### src/rtl/axil_init_seq_pkg.sv
// Shared types for the AXI-Lite init sequencer: command opcodes, table entry layout, FSM states.
package axil_init_seq_pkg;

  localparam int CMD_ADDR_W = 32;
  localparam int CMD_DATA_W = 32;

  localparam logic [1:0] RESP_OKAY = 2'b00;

  typedef enum logic [1:0] {
    OP_WRITE = 2'd0,
    OP_POLL  = 2'd1,
    OP_DELAY = 2'd2,
    OP_END   = 2'd3
  } op_t;

  typedef struct packed {
    op_t                   op;
    logic [CMD_ADDR_W-1:0] addr;
    logic [CMD_DATA_W-1:0] data;
    logic [CMD_DATA_W-1:0] mask;
  } cmd_t;

  typedef enum logic [3:0] {
    ST_IDLE,
    ST_FETCH,
    ST_WR,
    ST_WR_B,
    ST_RD,
    ST_RD_R,
    ST_DELAY,
    ST_NEXT,
    ST_DONE,
    ST_ERROR
  } state_t;

endpackage

### src/rtl/axil_if.sv
// AXI-Lite bundle with master/slave modports; protection and strobes carried for fabric compatibility.
interface axil_if #(
  parameter int ADDR_W = 32,
  parameter int DATA_W = 32
) ();
  logic [ADDR_W-1:0]   awaddr;
  logic [2:0]          awprot;
  logic                awvalid;
  logic                awready;
  logic [DATA_W-1:0]   wdata;
  logic [DATA_W/8-1:0] wstrb;
  logic                wvalid;
  logic                wready;
  logic [1:0]          bresp;
  logic                bvalid;
  logic                bready;
  logic [ADDR_W-1:0]   araddr;
  logic [2:0]          arprot;
  logic                arvalid;
  logic                arready;
  logic [DATA_W-1:0]   rdata;
  logic [1:0]          rresp;
  logic                rvalid;
  logic                rready;

  modport master (
    output awaddr, awprot, awvalid, wdata, wstrb, wvalid, bready,
           araddr, arprot, arvalid, rready,
    input  awready, wready, bresp, bvalid, arready, rdata, rresp, rvalid
  );

  modport slave (
    input  awaddr, awprot, awvalid, wdata, wstrb, wvalid, bready,
           araddr, arprot, arvalid, rready,
    output awready, wready, bresp, bvalid, arready, rdata, rresp, rvalid
  );
endinterface

### src/rtl/axil_init_seq.sv
// Boot master walking CMD_TABLE (write / read-poll / delay); one request in flight, 4-cycle write or poll with zero-wait slave, valids held until ready.
// AXIL_INIT_SEQ_RESP_CHECK_EN: a non-OKAY bresp/rresp aborts to ERROR; otherwise response codes are ignored.
module axil_init_seq
  import axil_init_seq_pkg::*;
#(
  parameter int   AXIL_ADDR_WIDTH     = 32,
  parameter int   AXIL_DATA_WIDTH     = 32,
  parameter int   CMD_NUM             = 8,
  parameter cmd_t CMD_TABLE [CMD_NUM] = '{default: '0},
  parameter int   POLL_LIMIT          = 1024,
  parameter bit   AUTO_START          = 1'b1,
  localparam int  IDX_W               = (CMD_NUM > 1) ? $clog2(CMD_NUM) : 1
) (
  input  logic             clk_i,
  input  logic             arstn_i,
  input  logic             start_i,
  output logic             busy_o,
  output logic             done_o,
  output logic             error_o,
  output logic [IDX_W-1:0] err_idx_o,
  axil_if.master           m_axil
);

  // idx must be able to hold CMD_NUM itself to detect running off the table end
  localparam int          POS_W = $clog2(CMD_NUM + 1);
  localparam logic [31:0] LIMIT = 32'(POLL_LIMIT);

  state_t                   state;
  logic [POS_W-1:0]         idx;
  logic [CMD_ADDR_W-1:0]    cmd_addr;
  logic [CMD_DATA_W-1:0]    cmd_data;
  logic [CMD_DATA_W-1:0]    cmd_mask;
  logic [31:0]              cnt;
  logic                     awvalid_q, wvalid_q, bready_q, arvalid_q, rready_q;
  cmd_t                     fetch_cmd;
  logic                     poll_hit, b_err, r_err, go_err;

  assign fetch_cmd = CMD_TABLE[idx[IDX_W-1:0]];
  assign poll_hit  = ((m_axil.rdata ^ cmd_data[AXIL_DATA_WIDTH-1:0])
                      & cmd_mask[AXIL_DATA_WIDTH-1:0]) == '0;

`ifdef AXIL_INIT_SEQ_RESP_CHECK_EN
  assign b_err = m_axil.bresp != RESP_OKAY;
  assign r_err = m_axil.rresp != RESP_OKAY;
`else
  assign b_err = 1'b0;
  assign r_err = 1'b0;
`endif

  // cnt doubles as the poll attempt counter while in RD/RD_R
  assign go_err = (state == ST_WR_B && m_axil.bvalid && b_err) ||
                  (state == ST_RD_R && m_axil.rvalid &&
                   (r_err || (!poll_hit && (cnt + 32'd1 >= LIMIT))));

  always_ff @(posedge clk_i or negedge arstn_i) begin
    if (!arstn_i) begin
      state     <= ST_IDLE;
      idx       <= '0;
      cmd_addr  <= '0;
      cmd_data  <= '0;
      cmd_mask  <= '0;
      cnt       <= '0;
      awvalid_q <= 1'b0;
      wvalid_q  <= 1'b0;
      bready_q  <= 1'b0;
      arvalid_q <= 1'b0;
      rready_q  <= 1'b0;
      busy_o    <= 1'b0;
      done_o    <= 1'b0;
      error_o   <= 1'b0;
      err_idx_o <= '0;
    end else begin
      case (state)
        ST_IDLE, ST_DONE, ST_ERROR: begin
          if (start_i || (state == ST_IDLE && AUTO_START)) begin
            idx     <= '0;
            cnt     <= '0;
            busy_o  <= 1'b1;
            done_o  <= 1'b0;
            error_o <= 1'b0;
            state   <= ST_FETCH;
          end
        end
        ST_FETCH: begin
          cmd_addr <= fetch_cmd.addr;
          cmd_data <= fetch_cmd.data;
          cmd_mask <= fetch_cmd.mask;
          cnt      <= '0;
          if (idx == POS_W'(CMD_NUM) || fetch_cmd.op == OP_END) begin
            done_o <= 1'b1;
            busy_o <= 1'b0;
            state  <= ST_DONE;
          end else begin
            case (fetch_cmd.op)
              OP_WRITE: begin
                awvalid_q <= 1'b1;
                wvalid_q  <= 1'b1;
                state     <= ST_WR;
              end
              OP_POLL: begin
                arvalid_q <= 1'b1;
                state     <= ST_RD;
              end
              default: begin
                cnt   <= {8'd0, fetch_cmd.data[23:0]};
                state <= ST_DELAY;
              end
            endcase
          end
        end
        ST_WR: begin
          if (m_axil.awready) awvalid_q <= 1'b0;
          if (m_axil.wready)  wvalid_q  <= 1'b0;
          if ((!awvalid_q || m_axil.awready) && (!wvalid_q || m_axil.wready)) begin
            bready_q <= 1'b1;
            state    <= ST_WR_B;
          end
        end
        ST_WR_B: begin
          if (m_axil.bvalid) begin
            bready_q <= 1'b0;
            state    <= ST_NEXT;
          end
        end
        ST_RD: begin
          if (m_axil.arready) begin
            arvalid_q <= 1'b0;
            rready_q  <= 1'b1;
            state     <= ST_RD_R;
          end
        end
        ST_RD_R: begin
          if (m_axil.rvalid) begin
            rready_q <= 1'b0;
            if (poll_hit) begin
              state <= ST_NEXT;
            end else begin
              cnt       <= cnt + 32'd1;
              arvalid_q <= 1'b1;
              state     <= ST_RD;
            end
          end
        end
        ST_DELAY: begin
          if (cnt == '0) state <= ST_NEXT;
          else           cnt   <= cnt - 32'd1;
        end
        ST_NEXT: begin
          idx   <= idx + 1'b1;
          cnt   <= '0;
          state <= ST_FETCH;
        end
        default: state <= ST_IDLE;
      endcase

      // Abort overrides whatever the state branch scheduled, including a poll retry
      if (go_err) begin
        arvalid_q <= 1'b0;
        error_o   <= 1'b1;
        busy_o    <= 1'b0;
        err_idx_o <= idx[IDX_W-1:0];
        state     <= ST_ERROR;
      end
    end
  end

  assign m_axil.awaddr  = cmd_addr[AXIL_ADDR_WIDTH-1:0];
  assign m_axil.awprot  = 3'b000;
  assign m_axil.awvalid = awvalid_q;
  assign m_axil.wdata   = cmd_data[AXIL_DATA_WIDTH-1:0];
  assign m_axil.wstrb   = '1;
  assign m_axil.wvalid  = wvalid_q;
  assign m_axil.bready  = bready_q;
  assign m_axil.araddr  = cmd_addr[AXIL_ADDR_WIDTH-1:0];
  assign m_axil.arprot  = 3'b000;
  assign m_axil.arvalid = arvalid_q;
  assign m_axil.rready  = rready_q;

endmodule

### src/flat_wrapper.sv
// flat-port wrapper written by rule: the top's interface ports become plain ports
module axil_init_seq_flat import axil_init_seq_pkg::*;
#(
  parameter int   AXIL_ADDR_WIDTH     = 32,
  parameter int   AXIL_DATA_WIDTH     = 32,
  parameter int   CMD_NUM             = 8,
  parameter cmd_t CMD_TABLE [CMD_NUM] = '{default: '0},
  parameter int   POLL_LIMIT          = 1024,
  parameter bit   AUTO_START          = 1'b1,
  localparam int  IDX_W               = (CMD_NUM > 1) ? $clog2(CMD_NUM) : 1
)
  (clk_i, arstn_i, start_i, busy_o, done_o, error_o, err_idx_o, m_axil_awaddr, m_axil_awprot, m_axil_awvalid, m_axil_wdata, m_axil_wstrb, m_axil_wvalid, m_axil_bready, m_axil_araddr, m_axil_arprot, m_axil_arvalid, m_axil_rready, m_axil_awready, m_axil_wready, m_axil_bresp, m_axil_bvalid, m_axil_arready, m_axil_rdata, m_axil_rresp, m_axil_rvalid);
  axil_if #(.ADDR_W(32), .DATA_W(32)) m_axil_i ();
  input  logic clk_i;
  input  logic arstn_i;
  input  logic start_i;
  output logic busy_o;
  output logic done_o;
  output logic error_o;
  output logic [IDX_W-1:0] err_idx_o;
  output wire logic [$bits(m_axil_i.awaddr)-1:0] m_axil_awaddr;
  output wire logic [$bits(m_axil_i.awprot)-1:0] m_axil_awprot;
  output wire logic [$bits(m_axil_i.awvalid)-1:0] m_axil_awvalid;
  output wire logic [$bits(m_axil_i.wdata)-1:0] m_axil_wdata;
  output wire logic [$bits(m_axil_i.wstrb)-1:0] m_axil_wstrb;
  output wire logic [$bits(m_axil_i.wvalid)-1:0] m_axil_wvalid;
  output wire logic [$bits(m_axil_i.bready)-1:0] m_axil_bready;
  output wire logic [$bits(m_axil_i.araddr)-1:0] m_axil_araddr;
  output wire logic [$bits(m_axil_i.arprot)-1:0] m_axil_arprot;
  output wire logic [$bits(m_axil_i.arvalid)-1:0] m_axil_arvalid;
  output wire logic [$bits(m_axil_i.rready)-1:0] m_axil_rready;
  input wire logic [$bits(m_axil_i.awready)-1:0] m_axil_awready;
  input wire logic [$bits(m_axil_i.wready)-1:0] m_axil_wready;
  input wire logic [$bits(m_axil_i.bresp)-1:0] m_axil_bresp;
  input wire logic [$bits(m_axil_i.bvalid)-1:0] m_axil_bvalid;
  input wire logic [$bits(m_axil_i.arready)-1:0] m_axil_arready;
  input wire logic [$bits(m_axil_i.rdata)-1:0] m_axil_rdata;
  input wire logic [$bits(m_axil_i.rresp)-1:0] m_axil_rresp;
  input wire logic [$bits(m_axil_i.rvalid)-1:0] m_axil_rvalid;
  assign m_axil_awaddr = m_axil_i.awaddr;
  assign m_axil_awprot = m_axil_i.awprot;
  assign m_axil_awvalid = m_axil_i.awvalid;
  assign m_axil_wdata = m_axil_i.wdata;
  assign m_axil_wstrb = m_axil_i.wstrb;
  assign m_axil_wvalid = m_axil_i.wvalid;
  assign m_axil_bready = m_axil_i.bready;
  assign m_axil_araddr = m_axil_i.araddr;
  assign m_axil_arprot = m_axil_i.arprot;
  assign m_axil_arvalid = m_axil_i.arvalid;
  assign m_axil_rready = m_axil_i.rready;
  assign m_axil_i.awready = m_axil_awready;
  assign m_axil_i.wready = m_axil_wready;
  assign m_axil_i.bresp = m_axil_bresp;
  assign m_axil_i.bvalid = m_axil_bvalid;
  assign m_axil_i.arready = m_axil_arready;
  assign m_axil_i.rdata = m_axil_rdata;
  assign m_axil_i.rresp = m_axil_rresp;
  assign m_axil_i.rvalid = m_axil_rvalid;
  axil_init_seq #(.AXIL_ADDR_WIDTH(AXIL_ADDR_WIDTH), .AXIL_DATA_WIDTH(AXIL_DATA_WIDTH), .CMD_NUM(CMD_NUM), .CMD_TABLE(CMD_TABLE), .POLL_LIMIT(POLL_LIMIT), .AUTO_START(AUTO_START)) u_core (.clk_i(clk_i), .arstn_i(arstn_i), .start_i(start_i), .busy_o(busy_o), .done_o(done_o), .error_o(error_o), .err_idx_o(err_idx_o), .m_axil(m_axil_i));
endmodule
### config.mk
export PLATFORM = sky130hd
export DESIGN_NAME = axil_init_seq_flat
export DESIGN_NICKNAME = d
export VERILOG_FILES = /design/src/rtl/axil_init_seq_pkg.sv /design/src/rtl/axil_if.sv /design/src/rtl/axil_init_seq.sv /design/src/flat_wrapper.sv
export SDC_FILE = /design/constraint.sdc
export NUM_CORES = 1
export LEC_CHECK = 0
export BUFFER_PORTS_ARGS = -buffer_cell sky130_fd_sc_hd__buf_4
export CORE_MARGIN = 5
export CORE_UTILIZATION = 27
export CTS_CLUSTER_SIZE = 28
export DETAILED_ROUTE_END_ITERATION = 8
export PLACE_DENSITY = 0.52
export RECOVER_POWER = 50
export SLEW_MARGIN = 0
export SYNTH_ARGS = -nofsm -noshare
export SYNTH_HDL_FRONTEND = slang
export SYNTH_SLANG_ARGS = --single-unit
### constraint.sdc
create_clock -name clk_i -period 7 [get_ports clk_i]
set_input_delay 0.7 -clock clk_i [delete_from_list [all_inputs] [get_ports clk_i]]
set_output_delay 0.7 -clock clk_i [all_outputs]
set_load 0.01 [all_outputs]
**Word-level counts from Yosys, hierarchy flattened**

Memory sizes are Yosys's and may differ from the RTL's.
Index checks and enable logic that the tools add are counted.

- Bits in registers: 147
- Bits in read-only memories: 784
- Bits of input ports: 44
- Output and inout port bits: 117
- Memories kept: 1

- $add $sub $neg: 3
- Order comparisons: 2
- Equality and inequality tests: 34
- Multiplexer cells: 50
- Bitwise gates (word level): 3
- Reductions and logical operators: 38

Memory list:

| memory | words | bits a word | read ports | clocked after Yosys merged registers in | wr ports | line | RTL |
|---|---|---|---|---|---|---|---|
| (no name shown) | 8 | 98 | 1 | 0 | 0 | axil_init_seq.sv:38 | `assign fetch_cmd = CMD_TABLE[idx[IDX_W-1:0]];` |

Operator list:

| kind | count |
|---|---|
| two-way mux 98 bit | 2 |
| two-way mux 32 bit | 5 |
| one-hot mux 32 bit (5 select lines) | 1 |
| zero test 32 bit | 2 |
| two-way mux 4 bit | 9 |
| adder 32 x 1 -> 32 bit (second input constant) | 1 |
| AND 32 bit | 1 |
| greater-or-equal comparator 32 x 11 -> 1 bit (second input constant) | 1 |
| one-hot mux 4 bit (8 select lines) | 1 |
| subtractor 32 x 1 -> 32 bit (second input constant) | 1 |
| XOR 32 bit | 1 |
| two-way mux 24 bit | 1 |
| two-way mux 1 bit | 21 |
| == test 4 x 3 -> 1 bit (second input constant) | 4 |
| != test 2 bit (second input constant) | 8 |
| != test 3 x 1 -> 1 bit (second input constant) | 5 |
| nonzero test 2 bit | 7 |
| == test 4 bit (second input constant) | 3 |
| != test 3 x 2 -> 1 bit (second input constant) | 4 |
| one-hot mux 1 bit (2 select lines) | 6 |
| AND reduction 3 bit | 4 |
| AND reduction 6 bit | 2 |
| == test 4 x 2 -> 1 bit (second input constant) | 2 |
| != test 2 x 1 -> 1 bit (second input constant) | 4 |
| other kinds (24) | 34 |

**Depth between registers and ports, before layout**

- Word-level depth: 9
- Depth in mapped cells: 13
- Mapped depth without buffers: 10

**Worst setup path after synthesis**

OpenSTA, ideal clock, no wires.

- Path kind: register to register
- Start point: register u_core.state[0]
- End point: register u_core.cnt[20]
- Data arrival time: 3271 ps
- Data required time: 6879 ps
- Setup slack: 3609 ps
- Stages on the path, launching flop included: 14
- Path buffers: 3
- Clock period less this slack: 3391 ps
- Path through: dfrtp_1 buf_4 nand4bb_2 clkbuf_1 clkbuf_1 xnor2_1 ha_1 or4_4 or4_4 a21o_1 a21o_1 nor3_2 o21ai_1 a22o_1

- Word-level cells in the longest chain between the ends: 4

RTL lines:

| what | line | RTL |
|---|---|---|
| start: declaration | axil_init_seq.sv:28 | `state_t state;` |
| start signal: assignment | axil_init_seq.sv:57 | `state <= ST_IDLE;` |
| start signal: assignment | axil_init_seq.sv:81 | `state <= ST_FETCH;` |
| start signal: assignment | axil_init_seq.sv:92 | `state <= ST_DONE;` |
| == test 4 bit or zero test 4 bit (tied branches) | axil_init_seq.sv:73, axil_init_seq.sv:75 |  |
| OR reduction 3 bit or logical OR 1 bit (tied branches) | axil_init_seq.sv:73, axil_init_seq.sv:75 |  |
| nonzero test 5 bit (no source line) or != test 2 x 1 -> 1 bit (tied branches) | n/a |  |
| AND reduction 5 bit (no source line) | n/a |  |
| end signal: assignment | axil_init_seq.sv:105 | `cnt <= {8'd0, fetch_cmd.data[23:0]};` |
| end signal: assignment | axil_init_seq.sv:138 | `cnt <= cnt + 32'd1;` |
| end signal: assignment | axil_init_seq.sv:146 | `else cnt <= cnt - 32'd1;` |
| end: declaration | axil_init_seq.sv:33 | `logic [31:0] cnt;` |

Several ways; a longest one is shown, not always the timed one.
A chain may end at the register's enable or synchronous reset.

**Final worst setup path**

- Start point: register u_core.state[0]
- End point: register u_core.cnt[26]

Same word-level chain as after synthesis.

==> qor.yml <==
timing:
  drv_slew: 48
  min_period_ns: 3.74
  fmax_mhz: 267
  rsz0062_at_grt: "no"
  worst_pin_slew_ns: 2.65
  max_slew_margin_pct: -77.0
  hold_ws_ns: 0.500
  finalSetupTns_ns: 0
  finalSetupViolCount: 0
  final.setup.worst_slack_ns: 3.26
  fin_crit_sh_pct: 53.5
  clock-skew-final_ns: 0.00718
  hold_viol_final: 0
synthesis:
  synthTopCellsByArea: "dfrtp_1 27%, buf_4 19%, o21ai_0 4.0%, nor2_1 3.8%, nand2_1 3.8%"
  async_reset_ff_share_pct: 100
  syn-cell-area_um2: 4300
  synth_most_common_cell: "buf_4"
  yosysWarnings: 0
  yosysSeqAreaShare_pct: 27.4
  synth_top_flop_cell: "dfrtp_1"
  synth_edf_count: 0
  synth-seq-cells: 47
  synthTopCellsByCount: "111 x buf_4, 47 x dfrtp_1, 44 x nor2_1"
  synth.distinct_cells: 60
  synthCells: 555
  synth_top_area_cell: "dfrtp_1"
  syn_avg_cell_area_um2: 7.75
  synth_top_area_share_pct: 27.4
worst_setup_path:
  max_stage_delay_ns: 0.71
  cp-end-kind: "flop"
  cp_common_cell: "or4_4"
  critPathKind: "flop to flop"
  crit_slowest_cell: "dfrtp_1"
  worstSetupStartpointType: "flop"
  crit_required_ns: 7.17
  crit_fanout: 33
  worstPathArrival_ns: 3.91
  crit_buf_inv: 1
  crit_family: "simple AND/OR/NAND/NOR gates"
  worstPathCellList: "nand4bb_2 > buf_4 > xnor2_1 > ha_1 > or4_4 > nor4_1 > or4_4 > nor3b_1 > a31oi_1 > o21ai_1 > o21ai_2"
routing:
  ant_nets: 0
  firstDrtPassIters: 5
  drc: 0
  wl_per_cell_um: 14.5
  drt_iter0_drc: 214
  detailroute.via_count: 3707
  viasPerCell: 4.89
  routed_wl_mm: 11.0
final_layout:
  utilization_pct: 27.1
  final_nets: 589
  regArea_um2: 1180
  syn_to_final_growth_pct: -0.553
  fill_cells: 1787
  layout-drive-gt1-share_pct: 6.83
  antennaDiodeCount: 0
  multi_input_area_um2: 2510
clock_network:
  cts_buffers: 5
  post_cts_buffers: 0
  clkLatencyLatePin_ns: 0.29
  holdBufCountCts: 0
  cts_tree: "yes"
  cts_sinks: 47
  cts_resized: 0
  htreeDepth: 2
  cts_buffer_depth: 2
  cts_root_buf: "clkbuf_16"
  clk_pin_slew_worst_paths_ns: 0.07
power_and_ir_drop:
  p_comb_share_pct: 49.6
  power.switching_w: 0.000739
  p_sw_share_pct: 48.2
  ir_drop_v: 0.000122
  power-per-cell-area_nw_per_um2: 359
  clkPwrFrac_pct: 18.6
  power_w: 0.00153
  leakagePower_nw: 1.91
  internal-power_w: 0.000794
  seq_power_share_pct: 31.8
run:
  maxCapViolations: 1
floorplanning:
  die_y_um: 136
  die_w_um: 136
  fp-row-count: 46
  core_area_um2: 15800
  ioPinCount: 161
  dieArea_um2: 18500
  start_util_pct: 27.3
global_routing:
  grt_max_degree: 48
  antenna_found_initial: 0
  grt_usage_pct: 11.5
  grt_remaining_overflow: 0
  grt_pass1_vias: 3338
  grt_pass1_wl_mm: 17.4
placed_design:
  gp_congestion: 0.903
  dp_slack_ns: 3.28
  port_buffers: 14
  dpl.hpwl_mm: 7.91
worst_hold_path:
  hold_class: "flop to flop"
status:
  violations: "max-capacitance violations, max-slew violations"
  status: "complete, but fails checks"
[per-stage QoR]
stage | std cells | area (um2)
6_report | 758 | 4280
5_1_grt | 758 | 4280
4_1_cts | 758 | 4280
3_5_place_dp | 750 | 4110
3_3_place_gp | 750 | 4110
2_1_floorplan | 663 | 4700
[logic make-up after synthesis]
kind of cell | count (synthesis) | share of synthesized area, %
muxes | 6 | 1.46
other | 2 | 0.175
xor gates and xnor gates | 3 | 0.611
adders and majority gates | 4 | 1.16
buffers and inverters | 153 | 23.6
DFF | 47 | 27.4
AOI/OAI and AO/OA | 128 | 18.5
and+or+nand+nor | 212 | 27.1
[power groups by stage]
stage	registers (W)	clock network [W]	logic, W
after detailed placement	0.000490	0	0.000751
after CTS	0.000484	0.000293	0.000756
after global routing	0.000506	0.000306	0.000843
after floorplan	0.000395	0	0.000694
after global placement	0.000487	0	0.000742
final	0.000488	0.000285	0.000761
[final timing paths]
kind                                         end             startpoint  cells after the start  slack, ns
hold reg to reg            u_core.m_axil.arvalid  u_core.m_axil.arvalid                      1       0.50
setup reg to reg                  u_core.cnt[26]        u_core.state[0]                     11       3.26
max in group asynchronous          u_core.cnt[5]                arstn_i                      1       4.26
min in group asynchronous  u_core.m_axil.arvalid                arstn_i                      1       1.24
hold / removal             u_core.m_axil.arvalid  u_core.m_axil.arvalid                      1       0.50
setup / recovery                  u_core.cnt[26]        u_core.state[0]                     11       3.26
[sequential cells by signal, indices dropped and copies added (netlist names)]
register and flops:
u_core.busy_o 1, u_core.m_axil.awvalid 1, u_core.cnt 32, u_core.state 4, u_core.m_axil.rready 1, u_core.m_axil.arvalid 1
u_core.m_axil.bready 1, u_core.m_axil.wvalid 1, u_core.done_o 1, u_core.idx 4
[worst reg2reg max path, delay by kind of cell, from the launching register on]
kind                       cells  cell delay, ns
DFF                            1            0.71
and+or+nand+nor                5            1.75
buffers and inverters          1            0.35
xor gates and xnor gates       1            0.12
adders and majority gates      1            0.27
AOI/OAI and AO/OA              3            0.42
[cell type report]
cell class / count / area share (%)
clock buffer: 6 / 3.25
clock inverter: 2 / 0.819
inverter: 9 / 0.790
multi-input combinational: 463 / 58.8
sequential: 47 / 27.5
tap: 216 / 6.32
timing repair buffer: 15 / 2.55
[layout by cell type (no fill, tap or decap), types with 6 or more instances in the layout]
cell	instances
and3_1	6
nor3_1	16
buf_4	14
a31oi_1	9
nor2_1	44
o31ai_1	7
nor4_1	17
or4_1	10
o22ai_1	6
nor3b_1	6
nand3_1	14
nand2b_1	9
nand2_1	43
a21oi_1	28
conb_1	110
nand4_1	15
a21o_1	8
o21ai_0	34
dfrtp_1	47
o21ai_1	11
inv_1	8
[metal layers]
metal	vias to the layer above	wire [um]	global-route usage [%]
met3	8	799	1.96
met5	-	0	0
met2	161	5300	19.0
li1	1747	-	-
met1	1791	4770	15.8
met4	0	102	2.74
Power figures use the tool's default switching activity.
